**config.mk**
```make
export PLATFORM = sky130hd
export DESIGN_NAME = l2_request_arbiter
export DESIGN_NICKNAME = d
export VERILOG_FILES = /design/src/rtl/l2_request_arbiter.sv
export SDC_FILE = /design/constraint.sdc
export NUM_CORES = 1
export LEC_CHECK = 0
export CAP_MARGIN = 25
export CORE_MARGIN = 10
export CORE_UTILIZATION = 35
export DETAILED_ROUTE_END_ITERATION = 16
export PLACE_DENSITY = 0.73
export SYNTH_ARGS = -nofsm -noshare
export SYNTH_HDL_FRONTEND = slang
export SYNTH_SLANG_ARGS = --single-unit
```
**constraint.sdc**
```tcl
create_clock -name i_clk -period 4 [get_ports i_clk]
set_input_delay 0.4 -clock i_clk [delete_from_list [all_inputs] [get_ports i_clk]]
set_output_delay 0.4 -clock i_clk [all_outputs]
set_load 0.005 [all_outputs]
```
**src/rtl/l2_request_arbiter.sv**
```systemverilog
// Round-robin N-core request arbiter feeding l2_cache through a one-entry output register.
// Packet layout (MSB..LSB): {valid, core[CORE_ID_WIDTH-1:0], we, addr[31:0], data[31:0]}.
module l2_request_arbiter #(
  parameter int unsigned  NUM_CORES     = 4,
  parameter int unsigned  CORE_ID_WIDTH = 4,
  localparam int unsigned PktWidth      = 2 + CORE_ID_WIDTH + 64
) (
  input  logic                               i_clk,
  input  logic                               i_reset,
  input  logic [NUM_CORES-1:0][PktWidth-1:0] i_core_l2req_packet,
  output logic [NUM_CORES-1:0]               o_core_l2req_ready,
  output logic [PktWidth-1:0]                o_l2req_packet,
  input  logic                               i_l2req_ready,
  output logic                               o_pc_event_l2_arb_conflict
);

  typedef struct packed {
    logic                     valid;
    logic [CORE_ID_WIDTH-1:0] core;
    logic                     we;
    logic [31:0]              addr;
    logic [31:0]              data;
  } l2req_packet_t;

  l2req_packet_t [NUM_CORES-1:0] w_req;
  l2req_packet_t                 w_sel;
  l2req_packet_t                 w_load_pkt;
  l2req_packet_t                 r_out;
  logic [CORE_ID_WIDTH-1:0]      r_last_grant;
  logic [CORE_ID_WIDTH-1:0]      w_grant_idx;
  logic [NUM_CORES-1:0]          w_grant_oh;
  logic                          w_grant_vld;
  logic                          w_load_en;
  logic                          w_grant;
  logic [4:0]                    w_num_valid;

  assign w_req     = i_core_l2req_packet;
  assign w_load_en = !r_out.valid || i_l2req_ready;

  always_comb begin
    w_grant_vld = 1'b0;
    w_grant_idx = '0;
    w_grant_oh  = '0;
    w_sel       = '0;
    w_num_valid = '0;
    // Cores above last_grant take priority, then the scan wraps to core 0.
    for (int unsigned i = 0; i < NUM_CORES; i++) begin
      if (!w_grant_vld && w_req[i].valid && (CORE_ID_WIDTH'(i) > r_last_grant)) begin
        w_grant_vld   = 1'b1;
        w_grant_idx   = CORE_ID_WIDTH'(i);
        w_grant_oh[i] = 1'b1;
        w_sel         = w_req[i];
      end
    end
    for (int unsigned i = 0; i < NUM_CORES; i++) begin
      if (!w_grant_vld && w_req[i].valid && (CORE_ID_WIDTH'(i) <= r_last_grant)) begin
        w_grant_vld   = 1'b1;
        w_grant_idx   = CORE_ID_WIDTH'(i);
        w_grant_oh[i] = 1'b1;
        w_sel         = w_req[i];
      end
    end
    for (int unsigned i = 0; i < NUM_CORES; i++) begin
      w_num_valid = w_num_valid + 5'(w_req[i].valid);
    end
  end

  always_comb begin
    w_load_pkt      = w_sel;
    w_load_pkt.core = w_grant_idx;
  end

  // Strobes are forced low while reset is held so no core believes it was accepted.
  assign w_grant                    = i_reset && w_load_en && w_grant_vld;
  assign o_core_l2req_ready         = w_grant ? w_grant_oh : '0;
  assign o_pc_event_l2_arb_conflict = w_grant && (w_num_valid >= 5'd2);
  assign o_l2req_packet             = r_out;

  always_ff @(posedge i_clk or negedge i_reset) begin
    if (!i_reset) begin
      r_out        <= '0;
      r_last_grant <= CORE_ID_WIDTH'(NUM_CORES - 1);
    end else if (w_load_en) begin
      if (w_grant_vld) begin
        r_out        <= w_load_pkt;
        r_last_grant <= w_grant_idx;
      end else begin
        r_out.valid <= 1'b0;
      end
    end
  end

endmodule

```
==> metrics.yaml <==
post-route-period-util_pct: 80.65
finalNetCount: 1358
critical_path.max_stage_delay_ns: 0.76
finalSetupViolCount: 0
gr-total-overflow: 0
syn_avg_cell_area_um2: 8.304
antenna_found_initial: 1
final_core_util_pct: 56.12
yosys.cell_types.count: 44
die_w_um: 158.1
rows: 50
critPathSlowestCell: "o221a_2"
grt_setup_unrepaired: "no"
min_path_type: "input pin to async pin"
drtIter0Drc: 854
synth_common_cells: "clkbuf_1 (85), dfrtp_1 (68), o22ai_1 (65)"
drive_gt1_share_pct: 7.428
crit_type: "flip-flop to primary output"
area_delta_synth_final_pct: 57.23
grt_usage_pct: 25.59
cts_tree: "built"
drc: 0
status: "completed"
reg2reg_from: "r_last_grant[0]"
crit_buf_inv: 2
synth_xor_xnor_area_share_pct: 0
yosysMostFrequentCell: "clkbuf_1"
synth_compound_area_share_pct: 47.64
drt-pass1-iter-count: 5
insertion_delay_ns: 0.34
timing.critical_path.from: "r_last_grant[1]"
die_area_um2: 25000
yosysSeqAreaShare_pct: 26.27
p_leak_nw: 4.010
gp_congestion: 0.8520
synthSimpleGateAreaFrac_pct: 15.46
dp_hpwl_um: 23020
htreeDepth: 3
post_cts_buffers: 0
synth_top_family_by_area: "compound AO/OA/AOI/OAI gates"
finalInstanceArea_um2: 10500
grt_max_degree: 87
detail-route-antenna-nets: 0
max-slew-margin-rel_pct: 36.20
pin_count: 358
grt_pass1_vias: 8591
via_per_inst: 6.580
worst_slack_ns: 0.7740
slew_viol_final: 0
synth_enable_flop_cells: 0
yosys-top-cells-area: "dfrtp_1 (25%), o22ai_1 (6.1%), a221oi_1 (6.0%)"
cts.clk_slew.worst_paths_ns: 0.06
yosys.area.top_type: "dfrtp_1"
drt-total-wl_um: 34490
crit_chain: "buf_4, o221a_2, nor2b_1, clkdlybuf4s50_1"
p_per_area_nw_per_um2: 357.3
min_period_ns: 3.226
tns_ns: 0
worstPathRequired_ns: 3.60
cts_hold_buf: 1
ys_warn_count: 0
fill_cells: 1742
synthesis.area_um2: 6676
crit_path_max_fanout: 34
netlist.area_leader.share_pct: 25.49
core_um2: 18710
synth-async-reset-ratio_pct: 100.0
avgRoutedWirePerCell_um: 26.27
tightest_slew_ns: 0.9570
crit_path_end_kind: "primary output"
hold_viol_final: 0
root_buffer: "clkbuf_16"
critPathLaunchType: "flip-flop"
vias: 8639
cts_buffers: 9
dp_slack_ns: 0.6449
ys_ff_latch: 70
arrival_ns: 2.83
skew_ns: 0.008516
start_util_pct: 35.69
io_buffers: 339
cts_resized: 0
ys.flop_type: "dfrtp_1"
clock_path_buffers: 2
muxShareOfSynthArea_pct: 2.849
crit_family: "buffers and inverters"
yosys.area_share.adder_pct: 0.2999
syn-instance-count: 804
ir_worst_vdd_uv: 195.6
maxCapViolCount: 0
fmax_ghz: 0.3100
die_h_um: 158.1
grt_pass1_wl_um: 50630
numClockSinks: 70
placed_area_um2: 10150
## final timing paths
| kind | endpoint | slack (ns) | cells past startpoint |
|---|---|---|---|
| min reg2reg | o_l2req_packet[66] | 0.48 | 2 |
| min in group i_clk | o_l2req_packet[69] | 0.46 | 3 |
| min | o_l2req_packet[23] | 0.42 | 2 |
| max | o_core_l2req_ready[0] | 0.77 | 4 |
| max reg2reg | o_l2req_packet[11] | 1.06 | 6 |
| max in group asynchronous | o_l2req_packet[5] | 2.41 | 3 |
## cells in the final DEF (no fill, tap or decap), types with 30 or more instances in the layout
master and instances:
a21oi_1 35, a221oi_1 46, a31oi_1 46, and3b_1 46
buf_4 30, clkdlybuf4s50_1 336, dfrtp_1 68, nand2_1 49
o21ai_0 31, o221ai_1 43, o22ai_1 65
## power by group
part,switching (W),internal (W),leakage (nW)
Combinational,0.000924,0.000987,3.02
Clock,0.000327,0.000499,0.147
Sequential,0.000123,0.000891,0.840
## kinds of logic (layout without fill, tap and decap cells)
family          after synthesis  after routing
compound gates              419            419
fa+ha+maj                     1              1
buf+inv                     117            389
flops                        70             70
mux                          19             19
other cells                   1              4
simple gates                177            177
## worst register-to-register path: stages, from the launching register on
cell       delay [ns]
dfstp_2          0.80
nand2b_4         0.46
buf_4            0.62
mux2i_1          0.32
o22ai_1          0.10
a2111oi_0        0.40
nor2_1           0.11
## per-layer routing
metal | up-vias | share of wire, % | GRT usage [%]
met5 | - | 0 | 0
met4 | 0 | 3.5 | 10.90
met3 | 76 | 12 | 8.060
met2 | 575 | 46 | 41.00
met1 | 4131 | 38 | 30.93
li1 | 3857 | - | -
## layout make-up
type / instances / area (µm²) / area share [%]
diodes: 2 / 5.005 / 0.04768
well taps: 234 / 292.8 / 2.789
multi-input cells: 618 / 4461 / 42.49
flip-flops and latches: 70 / 1754 / 16.71
clock buffers: 14 / 294.0 / 2.801
inverters: 2 / 7.507 / 0.07151
repair buffers: 373 / 3684 / 35.09
## registers in the layout, summed over array words and instances, names as in the netlist
signal,flops
r_last_grant,2
o_l2req_packet,68
## per-stage QoR
step	power [W]	hold slack, ns	instances
floorplan	0.001919	0.1044	805
global placement	0.002890	0.2338	1294
detailed placement	0.002904	0.2382	1294
CTS	0.003747	0.4208	1309
global route	0.003939	0.4411	1311
finish	0.003750	0.4223	1313
Power figures use the tool's default switching activity.
